==> src/rtl/firebird7_in_gate2_ijtag_pkg.sv <==
// Shared types and default sizing for the firebird7 gate2 IJTAG scan driver.
package firebird7_in_gate2_ijtag_pkg;

  localparam int unsigned MAX_LEN_DEF = 64;
  localparam int unsigned LEN_W_DEF   = 7;

  typedef enum logic [2:0] {
    ST_IDLE    = 3'd0,
    ST_CAPTURE = 3'd1,
    ST_SHIFT   = 3'd2,
    ST_UPDATE  = 3'd3,
    ST_DONE    = 3'd4
  } ijtag_state_e;

endpackage

==> src/rtl/firebird7_in_gate2_ijtag_shift_reg.sv <==
// Parallel-load/serial-out data register plus indexed serial-in capture register.
module firebird7_in_gate2_ijtag_shift_reg
  import firebird7_in_gate2_ijtag_pkg::*;
#(
  parameter int unsigned MAX_LEN = MAX_LEN_DEF,
  parameter int unsigned LEN_W   = LEN_W_DEF
) (
  input  logic               ijtag_tck,
  input  logic               ijtag_reset,
  input  logic               load,
  input  logic [MAX_LEN-1:0] load_data,
  input  logic               shift_en,
  input  logic               so,
  output logic               sdo,
  output logic [MAX_LEN-1:0] cap_data,
  output logic [LEN_W-1:0]   bit_cnt
);

  logic [MAX_LEN-1:0] data_q;

  assign sdo = data_q[0];

  // Load clears the capture image so bits beyond the scan length stay zero.
  always_ff @(posedge ijtag_tck or negedge ijtag_reset) begin
    if (!ijtag_reset) begin
      data_q   <= '0;
      cap_data <= '0;
      bit_cnt  <= '0;
    end else if (load) begin
      data_q   <= load_data;
      cap_data <= '0;
      bit_cnt  <= '0;
    end else if (shift_en) begin
      data_q  <= {1'b0, data_q[MAX_LEN-1:1]};
      bit_cnt <= bit_cnt + LEN_W'(1);
      for (int i = 0; i < int'(MAX_LEN); i++) begin
        if (bit_cnt == LEN_W'(i)) begin
          cap_data[i] <= so;
        end
      end
    end
  end

endmodule

==> src/rtl/firebird7_in_gate2_ijtag_scan_driver.sv <==
// IJTAG scan driver: one request runs capture, L shift cycles, update, then a response pulse.
module firebird7_in_gate2_ijtag_scan_driver
  import firebird7_in_gate2_ijtag_pkg::*;
#(
  parameter int unsigned MAX_LEN = MAX_LEN_DEF,
  parameter int unsigned LEN_W   = LEN_W_DEF
) (
  input  logic               ijtag_tck,
  input  logic               ijtag_reset,
  input  logic               req_valid,
  output logic               req_ready,
  input  logic [LEN_W-1:0]   req_len,
  input  logic [MAX_LEN-1:0] req_data,
  output logic               rsp_valid,
  output logic [MAX_LEN-1:0] rsp_data,
  output logic               ijtag_sel,
  output logic               ijtag_ce,
  output logic               ijtag_se,
  output logic               ijtag_ue,
  output logic               ijtag_si,
  input  logic               ijtag_so
);

  ijtag_state_e       state_q;
  ijtag_state_e       state_d;
  logic [LEN_W-1:0]   len_q;
  logic [LEN_W-1:0]   len_eff_c;
  logic               load_c;
  logic               shift_c;
  logic               last_shift_c;
  logic               sdo;
  logic [MAX_LEN-1:0] cap_data;
  logic [LEN_W-1:0]   bit_cnt;

  assign len_eff_c    = (req_len > LEN_W'(MAX_LEN)) ? LEN_W'(MAX_LEN) : req_len;
  assign shift_c      = (state_q == ST_SHIFT);
  assign last_shift_c = (LEN_W'(bit_cnt + LEN_W'(1)) == len_q);

  firebird7_in_gate2_ijtag_shift_reg #(
    .MAX_LEN(MAX_LEN),
    .LEN_W  (LEN_W)
  ) u_shift_reg (
    .ijtag_tck  (ijtag_tck),
    .ijtag_reset(ijtag_reset),
    .load       (load_c),
    .load_data  (req_data),
    .shift_en   (shift_c),
    .so         (ijtag_so),
    .sdo        (sdo),
    .cap_data   (cap_data),
    .bit_cnt    (bit_cnt)
  );

  always_ff @(posedge ijtag_tck or negedge ijtag_reset) begin
    if (!ijtag_reset) begin
      state_q <= ST_IDLE;
    end else begin
      state_q <= state_d;
    end
  end

  // Requests are only looked at in IDLE; anything arriving while busy waits.
  always_comb begin
    state_d = state_q;
    load_c  = 1'b0;
    case (state_q)
      ST_IDLE: begin
        if (req_valid) begin
          load_c  = 1'b1;
          state_d = ST_CAPTURE;
        end
      end
      ST_CAPTURE: state_d = (len_q != '0) ? ST_SHIFT : ST_UPDATE;
      ST_SHIFT:   if (last_shift_c) state_d = ST_UPDATE;
      ST_UPDATE:  state_d = ST_DONE;
      ST_DONE:    state_d = ST_IDLE;
      default:    state_d = ST_IDLE;
    endcase
  end

  // Outputs are decoded from the next state so they line up with the state register.
  always_ff @(posedge ijtag_tck or negedge ijtag_reset) begin
    if (!ijtag_reset) begin
      len_q     <= '0;
      req_ready <= 1'b1;
      rsp_valid <= 1'b0;
      rsp_data  <= '0;
      ijtag_sel <= 1'b0;
      ijtag_ce  <= 1'b0;
      ijtag_se  <= 1'b0;
      ijtag_ue  <= 1'b0;
    end else begin
      if (load_c) begin
        len_q <= len_eff_c;
      end
      if (state_d == ST_DONE) begin
        rsp_data <= cap_data;
      end
      req_ready <= (state_d == ST_IDLE);
      rsp_valid <= (state_d == ST_DONE);
      ijtag_sel <= (state_d == ST_CAPTURE) || (state_d == ST_SHIFT) || (state_d == ST_UPDATE);
      ijtag_ce  <= (state_d == ST_CAPTURE);
      ijtag_se  <= (state_d == ST_SHIFT);
      ijtag_ue  <= (state_d == ST_UPDATE);
    end
  end

  // Launched on the falling edge so the network sees it stable at the rising edge.
  always_ff @(negedge ijtag_tck or negedge ijtag_reset) begin
    if (!ijtag_reset) begin
      ijtag_si <= 1'b0;
    end else begin
      ijtag_si <= ijtag_se & sdo;
    end
  end

endmodule

==> config.mk <==
export PLATFORM = sky130hd
export DESIGN_NAME = firebird7_in_gate2_ijtag_scan_driver
export DESIGN_NICKNAME = d
export VERILOG_FILES = /design/src/rtl/firebird7_in_gate2_ijtag_pkg.sv /design/src/rtl/firebird7_in_gate2_ijtag_shift_reg.sv /design/src/rtl/firebird7_in_gate2_ijtag_scan_driver.sv
export SDC_FILE = /design/constraint.sdc
export NUM_CORES = 1
export LEC_CHECK = 0
export CORE_ASPECT_RATIO = 1.4
export CORE_MARGIN = 2
export CORE_UTILIZATION = 54
export DETAILED_ROUTE_END_ITERATION = 8
export PLACE_DENSITY = 0.8
export RECOVER_POWER = 50
export SLEW_MARGIN = 20
export SYNTH_ARGS = -nofsm -noshare
export SYNTH_HDL_FRONTEND = slang
export SYNTH_SLANG_ARGS = --single-unit
==> constraint.sdc <==
create_clock -name ijtag_tck -period 2.5 [get_ports ijtag_tck]
set_input_delay 0.25 -clock ijtag_tck [delete_from_list [all_inputs] [get_ports ijtag_tck]]
set_output_delay 0.25 -clock ijtag_tck [all_outputs]
set_load 0.05 [all_outputs]
# After elaboration in Yosys (flattened, before gate mapping)
# Index checks and enable logic that the tools add are counted.
[word_totals] regBits=216 in_bits=75 elab_cells=362
[op_classes] addsub=1 n_lt_le_gt_ge=1 n_eq_ne=71 n_mux=77 n_bitwise=1 n_reduce_logical=135
[ops] cell="2-to-1 mux 64 bit" count=4
[ops] cell="equality test 7 x 6 -> 1 bit, second input constant" count=32
[ops] cell="nonzero test 2 bit" count=65
[ops] cell="AND reduction 2 bit" count=64
[ops] cell="equality test 7 x 5 -> 1 bit, second input constant" count=16
[ops] cell="2-to-1 mux 1 bit" count=67
[ops] cell="equality test 7 x 4 -> 1 bit, second input constant" count=8
[ops] cell="equality test 7 x 3 -> 1 bit, second input constant" count=4
[ops] cell="2-to-1 mux 7 bit" count=3
[ops] cell="equality test 7 x 2 -> 1 bit, second input constant" count=2
[ops] cell="equality test 3 x 2 -> 1 bit, second input constant" count=4
[ops] cell="case mux 3 bit (4 select lines)" count=1
[ops] cell="adder 7 x 1 -> 7 bit, second input constant" count=1
[ops] cell="equality test 7 x 1 -> 1 bit, second input constant" count=1
[ops] cell="equality test 7 bit" count=1
[ops] cell="> comparator 7 bit, second input constant" count=1
[ops] cell="zero test 7 bit" count=1
[ops] cell="nonzero test 7 bit" count=1
[ops] cell="equality test 3 x 1 -> 1 bit, second input constant" count=2
[ops] cell="zero test 3 bit" count=2
[ops] cell="2-to-1 mux 3 bit" count=2
[ops] cell="equality test 3 bit, second input constant" count=1
[ops] cell="logical OR 1 bit" count=2
[ops] cell="AND 1 bit" count=1

# Longest topological paths before layout
# Gate-level depths: netlist of the first run.
[logic_depth] word_depth=7 ltp_mapped=8 mapped_depth_nobuf=7

# Modules after synthesis
# Synthesis of the first run repeated with hierarchy kept, for this count alone.
[unflattened] cells_unflattened=836 hier_area_um2=9765.6
[modules_own_cells] module="firebird7_in_gate2_ijtag_shift_reg" n_inst=1 cells_per_inst=616 area_per_inst_um2=6546.3 seq_area_each_um2=3378.2
[modules_own_cells] module="firebird7_in_gate2_ijtag_scan_driver" n_inst=1 cells_per_inst=220 area_per_inst_um2=3219.3 seq_area_each_um2=2028.2

==> impl_results.rst, run 1 <==
.. list-table::
   :header-rows: 1

   * - Metric
     - Value
   * - Max Cap Viol
     - 1
   * - CTS tree
     - done
   * - Flip-flop and latch count after synthesis
     - roughly 220
   * - Gate Count Post-Synth
     - 1034
   * - Cell-internal power
     - between 7 and 8 mW
   * - Stages on worst setup path
     - 1
   * - Top cell family by delay on the critical path
     - flip-flops
   * - Final Worst Setup Slack
     - -0.07087 ns
   * - Clock H-tree levels
     - 1
   * - Share of power burned in the clock network
     - 22.5%
   * - Peak ir drop on the vdd network
     - around 0.58 mV
   * - Vert. Die Dim
     - 158.8 µm
   * - Placement Rows
     - 56
   * - Input/output buffers
     - around 150
   * - Wire length after detailed routing
     - just over 20000 µm
   * - Detail Route Antenna Nets
     - 0
   * - Number of unique standard cell types used by synthesis
     - 40
   * - Largest net degree at the start of global routing
     - approximately 180
   * - Drt via density
     - around 5.4
   * - Switching fraction of total power
     - about two fifths
   * - GRT Total Usage
     - a little under a quarter
   * - Clock root buffer master
     - sky130_fd_sc_hd__clkbuf_16
   * - Insertion delay to the later sink of the worst-skew pair
     - 0.50 ns
   * - Number of buffers inserted during clock tree synthesis
     - 21
   * - Initial core utilization
     - around 55%
   * - Worst hold path class
     - input port to asynchronous set/reset pin
   * - Share of power burned in registers
     - between 30% and 40%
   * - Count of routing violations after the opening detailed-route iteration
     - approximately 530
   * - Number of warnings reported in the yosys synthesis log
     - 0
   * - Average wire per cell in the routed design
     - roughly 15 µm
   * - Clock tree buffer depth
     - 3
   * - Sequential fraction of the synthesis area
     - 58.53%
   * - Final Net Count
     - around 1200
   * - Predominant post-synthesis flop cell
     - sky130_fd_sc_hd__dfrtp_1
   * - Cell-by-cell trace of the critical path
     - buf_12
   * - Detailed-routing iteration count for the pre-antenna-repair pass
     - 5
   * - RSZ-0062 raised after global routing
     - true
   * - Critical path endpoint category
     - output port
   * - Delay of the slowest cell on the worst path
     - 0.43 ns
   * - Utilization after layout
     - around two thirds
   * - Critical path startpoint category
     - flip-flop
   * - Proportion of synthesized flip-flops having asynchronous set or reset
     - 100.0%
   * - Non-filler cells in the finished layout
     - ~1400
   * - Endpoint required time on the critical path
     - 2.25 ns
   * - Post-CTS Repair Setup Buffers
     - 0
   * - Wire length of the first global-routing pass
     - 35490 µm
   * - Final GP Congestion
     - between 0.8 and 0.9
   * - Number of global-route vias before repair
     - 7241
   * - Count of flip-flops with a built-in enable after synthesis
     - 0
   * - DRC errors left
     - 0
   * - Synthesized netlist net count
     - approximately 1100
   * - Logic gate share of total power
     - a little under two fifths
   * - Measured slew at the worst slew-check pin
     - between 1.5 and 2 ns
   * - Sink Count
     - 216
   * - Mapped cell area
     - just over 0.009 mm²
   * - Critical-path cell with the highest stage delay
     - sky130_fd_sc_hd__dfrtn_1
   * - Number of placed cells counting well taps
     - approximately 1300
   * - Total gr overflow
     - 0
   * - Outcome
     - complete, but fails checks
   * - Filler cell count
     - ~1300
   * - Failing checks
     - capacitance limit, slew limit, setup timing
   * - Core box area
     - 0.01675 mm²
   * - Worst-case reg-to-reg path depth
     - 6
   * - Fraction of final layout cells with drive strength greater than 1
     - about 5%
   * - Worst slew slack as a fraction of its limit
     - -2.631%
   * - Final setup violation count
     - 1
   * - Register clock-pin slew on the reported worst setup and hold paths
     - 0.06 ns
   * - P_leak
     - around 5.5 nW
   * - Worst Skew
     - 0.01543 ns
   * - Die outline area
     - between 0.015 and 0.02 mm²
   * - WP buf/inv
     - 1
   * - Arrival time at the worst endpoint
     - between 2 and 2.5 ns
   * - Net switching component of the power
     - 5.335 mW
   * - Number of inserted diodes
     - 0
   * - Layout area overhead
     - 23.72%
   * - Final Hold Fails
     - 0
   * - Total via count after detailed routing
     - 7320
   * - Post-synthesis area per instance
     - between 8 and 9 µm²
   * - Maximum fanout encountered on the critical timing path
     - 1
   * - WS Path Type
     - flip-flop to output port
   * - Detailed-placement wirelength estimate
     - ~13000 µm
   * - Floorplan die width
     - 114.5 µm
   * - Slew Limit Fails
     - 179
   * - Power density cells
     - about 1200 mW/mm²
   * - Top-Level Pins
     - between 100 and 150
   * - Initial antenna violation count
     - 0
==> sequential cells by signal, summed over array words and instances (netlist names) <==
register,flops
rsp_data,64
u_shift_reg.cap_data,64
u_shift_reg.data_q,64
len_q,7
u_shift_reg.bit_cnt,7
state_q,3
ijtag_ce,1
ijtag_se,1
ijtag_sel,1
ijtag_si,1
ijtag_ue,1
req_ready,1
rsp_valid,1
==> per-layer routing <==
metal	routed length, µm	GRT usage, %
met4	816	9.701
met2	10280	38.62
met1	8336	30.83
met5	0	0
met3	1294	4.847
==> placed cells by master, fill, tap and decap left out, types with 2 or more instances in the layout <==
cell / n
sky130_fd_sc_hd__nand2_1: 436
sky130_fd_sc_hd__dfrtp_1: 214
sky130_fd_sc_hd__clkdlybuf4s50_1: 142
sky130_fd_sc_hd__a22oi_1: 63
sky130_fd_sc_hd__a21oi_1: 53
sky130_fd_sc_hd__nand3_1: 43
sky130_fd_sc_hd__nor2_1: 39
sky130_fd_sc_hd__clkbuf_16: 21
sky130_fd_sc_hd__o21ai_0: 20
sky130_fd_sc_hd__mux2i_1: 15
sky130_fd_sc_hd__and3_1: 10
sky130_fd_sc_hd__nand3b_1: 9
sky130_fd_sc_hd__xnor2_1: 8
sky130_fd_sc_hd__buf_4: 8
sky130_fd_sc_hd__clkbuf_8: 6
sky130_fd_sc_hd__inv_1: 5
sky130_fd_sc_hd__and2_1: 5
sky130_fd_sc_hd__clkinv_2: 5
sky130_fd_sc_hd__xor2_1: 4
sky130_fd_sc_hd__ha_1: 4
sky130_fd_sc_hd__clkbuf_1: 4
sky130_fd_sc_hd__buf_12: 3
sky130_fd_sc_hd__nor4_1: 2
sky130_fd_sc_hd__a22o_1: 2
sky130_fd_sc_hd__nor2b_1: 2
sky130_fd_sc_hd__nor2_2: 2
sky130_fd_sc_hd__clkbuf_2: 2
==> worst register-to-register path, delay by kind of cell, from the launching register on <==
kind	cells	cell delay (ns)
adder cells (fa/ha/maj)	1	0.37
flip-flops	1	0.51
AND/OR/NAND/NOR	3	0.91
XOR/XNOR	1	0.17
AO/OA/AOI/OAI	1	0.29
==> synthesized netlist by cell type, drive strengths merged, types with 6 or more instances <==
cell type,n,area share [%]
a22oi,63,5.1
o21ai,20,1.1
nand3,43,2.3
buf,13,0.76
nor2,42,1.8
and3,10,0.68
nand3b,9,0.73
a21oi,53,2.9
dfrtp,214,58
nand2,436,18
clkbuf,66,2.7
xnor2,8,0.76
inv,6,0.24
mux2i,15,1.6
==> what timing repair did <==
action                                 CTS  global route
gates resized for setup                  0             0
endpoints found under the hold margin   37             0
hold buffers                             1             0
setup endpoints to repair                1             1
==> through the flow <==
step / setup WS (ns) / cell area [µm²] / hold WS [ns] / TNS [ns] / total power [mW]
final: -0.07087 / 11430 / 0.2440 / -0.07087 / 13.30
after global routing: -0.09525 / 11430 / 0.2678 / -2.138 / 14.14
after CTS: -0.08870 / 11460 / 0.1423 / -0.08870 / 13.43
after detailed placement: 0.2470 / 10800 / 0.08099 / 0 / 10.39
after global placement: 0.2890 / 10800 / 0.08052 / 0 / 10.26
after floorplan: 0.3218 / 9238 / -0.04559 / 0 / 8.703
==> final timing paths <==
kind	start	end	slack, ns
setup / recovery	ijtag_si$_DFF_NN0_	ijtag_si	-0.07
hold / removal	ijtag_reset	rsp_data[8]$_DFFE_PN0P_	0.24
setup reg to reg	u_shift_reg.bit_cnt[0]$_DFFE_PN0P_	ijtag_ue$_DFF_PN0_	0.20
hold reg to reg	u_shift_reg.cap_data[33]$_DFFE_PN0P_	rsp_data[33]$_DFFE_PN0P_	0.47
max in group asynchronous	ijtag_reset	u_shift_reg.cap_data[34]$_DFFE_PN0P_	0.36
min in group ijtag_tck	req_len[1]	len_q[1]$_DFFE_PN0P_	0.32
==> cell type report <==
| cell class | instances | area (µm²) | share of cell area (%) |
|---|---|---|---|
| clock buffer | 29 | 615.6 | 5.386 |
| clock inverter | 6 | 33.78 | 0.2956 |
| inverter | 6 | 25.02 | 0.2190 |
| multi-input combinational | 733 | 3508 | 30.70 |
| sequential | 216 | 5406 | 47.31 |
| tap | 203 | 254.0 | 2.222 |
| timing repair buffer | 160 | 1585 | 13.87 |
==> cells by family (layout without fill, tap and decap cells) <==
kind of cell / after synthesis / in the layout / share of synthesized area, %
adder cells (fa/ha/maj): 4 / 4 / 0.5418
buffers and inverters: 85 / 201 / 3.684
XOR/XNOR: 13 / 13 / 1.314
AND/OR/NAND/NOR: 560 / 560 / 24.75
multiplexers: 15 / 15 / 1.625
flip-flops: 216 / 216 / 58.53
AO/OA/AOI/OAI: 141 / 141 / 9.563
==> power groups by stage <==
stage                     registers, mW  logic (mW)  clock network, mW
final                              5.19        5.11               3.00
after global routing               5.31        5.64               3.20
after CTS                          5.19        5.17               3.07
after detailed placement           5.22        5.17                  0
after global placement             5.20        5.05                  0
after floorplan                    6.43        2.27                  0
No activity file was read; power rests on OpenSTA's default activity.
==> run 2, diff against run 1 <==
ABC_AREA = 1   (was unset)
CORE_MARGIN = unset   (was 2)
==> run 2 against run 1 <==
The flow finishes with violations (setup timing). Utilization decreased by 0.093 points. Die area decreased by 0.29%. Power decreased by 48%. Combinational power decreased by 94%. Cell area increased by 2.9%. Highest routed layer unchanged.
==> impl_results.rst, run 2 <==
.. list-table::
   :header-rows: 1

   * - Metric
     - Value
   * - Sink Count
     - 216 (unchanged)
   * - Delay of the slowest cell on the worst path
     - 0.43 ns (about the same)
   * - Number of buffers inserted during clock tree synthesis
     - 21 (unchanged)
   * - Failing checks
     - setup timing
   * - Total gr overflow
     - 0 (unchanged)
   * - Synthesized netlist net count
     - 1158 (+4.0%)
   * - Insertion delay to the later sink of the worst-skew pair
     - 0.50 ns (about the same)
   * - Core box area
     - 0.01726 mm² (+3.1%)
   * - Layout area overhead
     - 23.84%
   * - Post-CTS Repair Setup Buffers
     - 0 (unchanged)
   * - Final Net Count
     - 1288 (+5.8%)
   * - Total via count after detailed routing
     - 7617 (+4.1%)
   * - Worst-case reg-to-reg path depth
     - 6 (unchanged)
   * - R2r startpoint
     - state_q[2]$_DFF_PN0_
   * - Power density cells
     - 585.1 mW/mm² (-50%)
   * - P_leak
     - 5.828 nW (+5.6%)
   * - Number of placed cells counting well taps
     - 1421 (+7.9%)
   * - Worst hold path class
     - input port to flip-flop
   * - CTS tree
     - done
   * - Maximum fanout encountered on the critical timing path
     - 1 (unchanged)
   * - Clock tree buffer depth
     - 3 (unchanged)
   * - Critical-path cell with the highest stage delay
     - sky130_fd_sc_hd__dfrtn_1
   * - Input/output buffers
     - 145 (unchanged)
   * - Largest family of logic cells by synthesized area
     - simple AND/OR/NAND/NOR gates
   * - Worst Skew
     - 0.01569 ns (+0.0002589 ns)
   * - Clock root buffer master
     - sky130_fd_sc_hd__clkbuf_16
   * - Worst setup slack for register-to-register paths
     - 0.17 ns (-0.03 ns)
   * - Number of unique standard cell types used by synthesis
     - 36 (-10%)
   * - Most frequent standard cell in the layout excluding fill and tap cells
     - sky130_fd_sc_hd__nand2_1
   * - Number of global-route vias before repair
     - 7444 (+2.8%)
   * - WS Path Type
     - flip-flop to output port
   * - Register clock-pin slew on the reported worst setup and hold paths
     - 0.06 ns (about the same)
   * - Count of flip-flops with a built-in enable after synthesis
     - 0 (unchanged)
   * - Detailed-placement wirelength estimate
     - 14130 µm (+6.1%)
   * - Post-synth top area cell
     - sky130_fd_sc_hd__dfrtp_1
   * - Critical path startpoint category
     - flip-flop
   * - Wire length after detailed routing
     - 21070 µm (+1.7%)
   * - Most instantiated cells after synthesis
     - sky130_fd_sc_hd__nand2_1, sky130_fd_sc_hd__dfrtp_1, sky130_fd_sc_hd__inv_1
   * - Complex-gate fraction of the synthesized area
     - 14.60% (+5.0 points)
   * - Vert. Die Dim
     - 158.9 µm (+0.10%)
   * - Min-Delay Endpoint
     - len_q[5]$_DFFE_PN0P_
   * - Post-synthesis area per instance
     - 8.802 µm² (-1.5%)
   * - Arrival time at the worst endpoint
     - 2.33 ns (about the same)
   * - Count of routing violations after the opening detailed-route iteration
     - 572 (+7.5%)
   * - Final Worst Setup Slack
     - -0.08151 ns (-0.01064 ns)
   * - Largest net degree at the start of global routing
     - 128 (-28%)
   * - Endpoint required time on the critical path
     - 2.25 ns (about the same)
   * - Measured slew at the worst slew-check pin
     - 1.157 ns (-0.3828 ns)
   * - Clock H-tree levels
     - 1 (unchanged)
   * - Top-area cell type share of the netlist area
     - 56.38% (-1.6 points)
   * - Top-Level Pins
     - 146 (unchanged)
   * - Cell-by-cell trace of the critical path
     - buf_12
   * - Drt via density
     - 5.231 (-3.3%)
   * - WP buf/inv
     - 1 (unchanged)
   * - Average wire per cell in the routed design
     - 14.47 µm (-5.5%)
   * - Ranking of synthesized cells by area
     - sky130_fd_sc_hd__dfrtp_1, sky130_fd_sc_hd__nand2_1, sky130_fd_sc_hd__inv_1, sky130_fd_sc_hd__a22oi_1, sky130_fd_sc_hd__o21ai_0
   * - Wire length of the first global-routing pass
     - 35310 µm (-0.50%)
   * - Hold path startpoint
     - req_len[5]
   * - Placement Rows
     - 57 (+1.8%)
   * - Final setup violation count
     - 1 (unchanged)
   * - Sequential fraction of the synthesis area
     - 56.92% (-1.6 points)
   * - Most common cell in the netlist
     - sky130_fd_sc_hd__nand2_1
   * - Max Cap Viol
     - 0 (-1)
   * - Adder-Cell Fraction of Synth Area
     - 0.5269% (-0.015 points)
   * - Utilization after layout
     - 68.15% (-0.093 points)
   * - Outcome
     - complete, but fails checks
   * - Initial antenna violation count
     - 0 (unchanged)
   * - Non-filler cells in the finished layout
     - 1456 (+7.6%)
   * - Initial core utilization
     - 55.03% (-0.13 points)
   * - Mapped cell area
     - 0.009498 mm² (+2.8%)
   * - Leading cell types in the layout, fill and taps excluded
     - sky130_fd_sc_hd__nand2_1, sky130_fd_sc_hd__dfrtp_1, sky130_fd_sc_hd__clkdlybuf4s50_1, sky130_fd_sc_hd__inv_1, sky130_fd_sc_hd__o21ai_0
   * - Floorplan die width
     - 114.1 µm (-0.40%)
   * - Gate Count Post-Synth
     - 1079 (+4.4%)
   * - Simple-gate area share of the yosys netlist
     - 17.38% (-7.4 points)
   * - Flip-flop and latch count after synthesis
     - 216 (unchanged)
   * - Slew Limit Fails
     - 0 (-100%)
   * - End of the worst register-to-register path
     - rsp_data[38]$_DFFE_PN0P_
   * - Detail Route Antenna Nets
     - 0 (unchanged)
   * - Top cell family by delay on the critical path
     - flip-flops
   * - Detailed-routing iteration count for the pre-antenna-repair pass
     - 5 (unchanged)
   * - Setup WS pre-CTS
     - 0.4325 ns (+0.1856 ns)
   * - DRC errors left
     - 0 (unchanged)
   * - Number of warnings reported in the yosys synthesis log
     - 0 (unchanged)
   * - Portion of netlist area occupied by mux cells
     - 1.607% (-0.018 points)
   * - Beginning of the critical path
     - ijtag_si$_DFF_NN0_
   * - Fin Setup TNS
     - -0.08151 ns (-0.01064 ns)
   * - Fraction of final layout cells with drive strength greater than 1
     - 6.475% (+1.4 points)
   * - Die outline area
     - 0.01813 mm² (-0.29%)
   * - Final GP Congestion
     - 0.8596 (-2.5%)
   * - Filler cell count
     - 1363 (+5.0%)
   * - Critical path endpoint category
     - output port
   * - Worst slew slack as a fraction of its limit
     - 22.89% (+26 points)
   * - Proportion of synthesized flip-flops having asynchronous set or reset
     - 100.0% (unchanged)
   * - Largest registers in the final layout
     - rsp_data x64, u_shift_reg.cap_data x64, u_shift_reg.data_q x64
   * - RSZ-0062 raised after global routing
     - true
   * - Number of inserted diodes
     - 0 (unchanged)
   * - Predominant post-synthesis flop cell
     - sky130_fd_sc_hd__dfrtp_1
   * - Synth Area in XOR/XNOR
     - 0% (-1.3 points)
   * - Peak ir drop on the vdd network
     - 0.4322 mV (-25%)
   * - Final Hold Fails
     - 0 (unchanged)
   * - GRT Total Usage
     - 24.12% (+0.41 points)
   * - Hold path depth
     - 3
## run 2: cell count changes after synthesis, moves of 8 or more
cell	before	now
sky130_fd_sc_hd__inv_1	6	137
sky130_fd_sc_hd__nand2_1	436	321
sky130_fd_sc_hd__o21ai_1	0	69
sky130_fd_sc_hd__o21ai_0	20	88
sky130_fd_sc_hd__clkbuf_1	66	9
sky130_fd_sc_hd__a21oi_1	53	11
sky130_fd_sc_hd__buf_2	5	39
sky130_fd_sc_hd__nand3_1	43	25
sky130_fd_sc_hd__and3_1	10	0
sky130_fd_sc_hd__inv_2	0	9
sky130_fd_sc_hd__nand3b_1	9	0
sky130_fd_sc_hd__nor2_1	40	31
sky130_fd_sc_hd__xnor2_1	8	0
## run 2: worst max-delay path by stage
stage                     to  slack, ns  cells after the start
global placement    ijtag_si       0.45                      1
finish              ijtag_si      -0.08                      1
detailed placement  ijtag_si       0.43                      1
floorplan           ijtag_si       0.35                      0
global route        ijtag_si      -0.11                      1
CTS                 ijtag_si       -0.1                      1
## run 2: area by class of cell
| class | count | area (µm²) | area share, % |
|---|---|---|---|
| clock buffer | 26 | 584.3 | 4.968 |
| clock inverter | 8 | 67.56 | 0.5744 |
| inverter | 146 | 548.0 | 4.659 |
| multi-input combinational | 661 | 3232 | 27.48 |
| sequential | 216 | 5406 | 45.96 |
| tap | 236 | 295.3 | 2.510 |
| timing repair buffer | 163 | 1629 | 13.85 |
## run 2: where the power goes
| part | switching [mW] | leakage (nW) | internal (mW) |
|---|---|---|---|
| clock network | 1.27 | 0.326 | 1.75 |
| registers | 0.0183 | 2.78 | 3.55 |
| logic | 0.158 | 2.72 | 0.142 |
## run 2: kinds of logic after synthesis
logic type | Yosys count
compound gates | 241
simple gates | 401
fa+ha+maj | 4
flops | 216
mux | 15
buf+inv | 202
## run 2: metal layers
metal / GRT usage [%] / share of wire (%)
met1: 30.42 / 40
met2: 41.24 / 51
met3: 4.122 / 5.3
met4: 9.327 / 3.2
met5: 0 / 0
## run 2: repair_timing
item / CTS / global route
endpoints found under the setup margin: 1 / 1
hold endpoints to repair: 39 / 0
hold buffers: 1 / 0
resized for setup: 0 / 0
cloned: 0 / 0
## run 2: per-stage QoR
stage	total power, mW	hold WS (ns)	instance area (µm²)
final	6.883	0.3218	11760
after global routing	7.107	0.3324	11760
after CTS	6.943	0.2499	11820
after detailed placement	3.937	0.2028	11160
after global placement	3.929	0.2046	11160
after floorplan	3.713	-0.04559	9498
==> run 3, diff against run 2 <==
CORE_ASPECT_RATIO = 1.2   (was 1.4)
==> run 3 against run 2 <==
The run ends with capacitance limit, slew limit, setup timing left. Hold slack lost 0.14 ns. Sequential cell count unchanged. Critical path depth stayed put. Cell area increased by 0.33%. Setup slack worse by 0.0035 ns. Die area barely moved. Global-route usage hardly changed. Non-clock buffer count down 2. Critical endpoint unchanged. Largest cell class unchanged. Largest power group unchanged.
==> impl_results.rst, run 3 (synthesized netlist as in run 2, its figures left out) <==
.. list-table::
   :header-rows: 1

   * - Metric
     - Value
   * - GRT Total Usage
     - 24.08% (-0.041 points)
   * - Most frequent standard cell in the layout excluding fill and tap cells
     - sky130_fd_sc_hd__nand2_1
   * - Largest net degree at the start of global routing
     - 191 (+49%)
   * - Non-filler cells in the finished layout
     - 1440 (-1.1%)
   * - Number of placed cells counting well taps
     - 1399 (-1.5%)
   * - Total via count after detailed routing
     - 7619 (+0.026%)
   * - Final GP Congestion
     - 0.8662 (+0.77%)
   * - Worst-case hold slack
     - 0.1832 ns (-0.1386 ns)
   * - Placement Rows
     - 52 (-8.8%)
   * - Wire length of the first global-routing pass
     - 35140 µm (-0.47%)
   * - Initial core utilization
     - 55.72% (+0.69 points)
   * - Maximum fanout encountered on the critical timing path
     - 1 (unchanged)
   * - Final Hold Fails
     - 0 (unchanged)
   * - Fin Setup TNS
     - -0.08503 ns (-0.003517 ns)
   * - Fraction of final layout cells with drive strength greater than 1
     - 6.454% (-0.021 points)
   * - Vert. Die Dim
     - 147.3 µm (-7.3%)
   * - Met1 global-route usage
     - 31.99% (+1.6 points)
   * - Largest registers in the final layout
     - rsp_data x64, u_shift_reg.cap_data x64, u_shift_reg.data_q x64
   * - Critical-path cell with the highest stage delay
     - sky130_fd_sc_hd__dfrtn_1
   * - Met2 track demand over resource
     - 40.03% (-1.2 points)
   * - Share of power burned in the clock network
     - 45.7% (+1.9 points)
   * - Measured slew at the worst slew-check pin
     - 1.777 ns (+0.6204 ns)
   * - Worst Skew
     - 0.01118 ns (-0.004507 ns)
   * - Global-route layer with the greatest usage
     - met2
   * - Max Cap Viol
     - 1 (+1)
   * - Clock root buffer master
     - sky130_fd_sc_hd__clkbuf_16
   * - Top-Level Pins
     - 146 (unchanged)
   * - RSZ-0062 raised after global routing
     - true
   * - Number of buffers inserted during clock tree synthesis
     - 22 (+4.8%)
   * - Layout area overhead
     - 24.25%
   * - Top cell family by delay on the critical path
     - flip-flops
   * - Leading cell types in the layout, fill and taps excluded
     - sky130_fd_sc_hd__nand2_1, sky130_fd_sc_hd__dfrtp_1, sky130_fd_sc_hd__clkdlybuf4s50_1, sky130_fd_sc_hd__inv_1, sky130_fd_sc_hd__o21ai_0
   * - Endpoint required time on the critical path
     - 2.25 ns (about the same)
   * - Setup WS pre-CTS
     - 0.4390 ns (+0.006509 ns)
   * - DRC errors left
     - 0 (unchanged)
   * - Switching fraction of total power
     - 20.90% (-0.082 points)
   * - WS Path Type
     - flip-flop to output port
   * - Logic gate share of total power
     - 4.2% (about the same)
   * - Clock H-tree levels
     - 1 (unchanged)
   * - Number of inserted diodes
     - 0 (unchanged)
   * - Worst-case reg-to-reg path depth
     - 6 (unchanged)
   * - Worst hold path class
     - input port to asynchronous set/reset pin
   * - Detail Route Antenna Nets
     - 0 (unchanged)
   * - Total gr overflow
     - 0 (unchanged)
   * - End of the worst register-to-register path
     - u_shift_reg.cap_data[52]$_DFFE_PN0P_
   * - Met3 Track Usage GR
     - 4.736% (+0.61 points)
   * - Drt via density
     - 5.291 (+1.1%)
   * - Final Worst Setup Slack
     - -0.08503 ns (-0.003517 ns)
   * - Wire length after detailed routing
     - 20980 µm (-0.42%)
   * - Clock tree buffer depth
     - 3 (unchanged)
   * - Outcome
     - complete, but fails checks
   * - Arrival time at the worst endpoint
     - 2.34 ns (about the same)
   * - Floorplan die width
     - 123.1 µm (+7.9%)
   * - CTS tree
     - done
   * - Detailed-routing iteration count for the pre-antenna-repair pass
     - 5 (unchanged)
   * - Power density cells
     - 602.5 mW/mm² (+3.0%)
   * - Failing checks
     - capacitance limit, slew limit, setup timing
   * - Cell-internal power
     - 5.624 mW (+3.4%)
   * - Critical path startpoint category
     - flip-flop
   * - Final Net Count
     - 1287 (-0.078%)
   * - Final setup violation count
     - 1 (unchanged)
   * - WP buf/inv
     - 1 (unchanged)
   * - Worst setup slack for register-to-register paths
     - 0.22 ns (+0.05 ns)
   * - Critical path endpoint category
     - output port
   * - Cell-by-cell trace of the critical path
     - buf_12
   * - Number of global-route vias before repair
     - 7362 (-1.1%)
   * - Initial antenna violation count
     - 0 (unchanged)
   * - R2r startpoint
     - state_q[2]$_DFF_PN0_
   * - Slew Limit Fails
     - 191 (+191)
   * - Peak ir drop on the vdd network
     - 0.4140 mV (-4.2%)
   * - P_leak
     - 5.856 nW (+0.48%)
   * - Average wire per cell in the routed design
     - 14.57 µm (+0.69%)
   * - Delay of the slowest cell on the worst path
     - 0.43 ns (about the same)
   * - Insertion delay to the later sink of the worst-skew pair
     - 0.51 ns (about the same)
   * - Net switching component of the power
     - 1.486 mW (+2.9%)
   * - Count of routing violations after the opening detailed-route iteration
     - 543 (-5.1%)
   * - Sink Count
     - 216 (unchanged)
   * - Overall power after layout
     - 7.110 mW (+3.3%)
   * - Register clock-pin slew on the reported worst setup and hold paths
     - 0.06 ns (about the same)
   * - Input/output buffers
     - 145 (unchanged)
   * - Worst slew slack as a fraction of its limit
     - -18.47% (-41 points)
   * - Share of power burned in registers
     - 50.2% (-1.6 points)
   * - Die outline area
     - 0.01813 mm² (about the same)
   * - Core box area
     - 0.01705 mm² (-1.2%)
   * - Detailed-placement wirelength estimate
     - 13600 µm (-3.7%)
-- run 3: worst max-delay path by stage --
stage                                   from       end  slack (ns)  cells after the start
after floorplan           ijtag_si$_DFF_NN0_  ijtag_si        0.35                      0
after global placement    ijtag_si$_DFF_NN0_  ijtag_si        0.44                      1
after detailed placement  ijtag_si$_DFF_NN0_  ijtag_si        0.44                      1
after CTS                 ijtag_si$_DFF_NN0_  ijtag_si        -0.1                      1
after global routing      ijtag_si$_DFF_NN0_  ijtag_si       -0.10                      1
final                     ijtag_si$_DFF_NN0_  ijtag_si       -0.09                      1
-- run 3: what timing repair did --
action                                  in CTS  in global routing
endpoints found under the hold margin       25                  0
buffers inserted                             0                  0
hold buffers                                 1                  0
endpoints found under the setup margin       1                  1
pin swaps                                    0                  0
resized for setup                            0                  0
-- run 3: power groups by stage --
stage | sequential, mW | clock (mW) | combinational (mW)
floorplan | 3.63 | 0 | 0.0870
global placement | 3.63 | 0 | 0.295
detailed placement | 3.63 | 0 | 0.301
CTS | 3.57 | 3.31 | 0.305
global route | 3.57 | 3.44 | 0.335
finish | 3.57 | 3.25 | 0.295
-- run 3: metrics by stage --
stage	utilization, %	instance area [µm²]
after floorplan	-	9498
after global placement	65.14	11100
after detailed placement	65.14	11100
after CTS	69.47	11840
after global routing	69.23	11800
final	69.23	11800
-- run 3: cell type report --
cell class	instances	area, µm²
clock buffer	32	659.4
clock inverter	8	67.56
fill	1348	5245
inverter	146	548.0
multi-input combinational	661	3228
sequential	216	5406
tap	216	270.3
timing repair buffer	161	1622
-- run 3: layer usage --
layer	part of all wire, %	wire, µm	vias up
met4	2.1	444	0
met2	49	10370	261
met3	6.7	1398	38
li1	-	-	3708
met5	0	0	-
met1	42	8761	3612
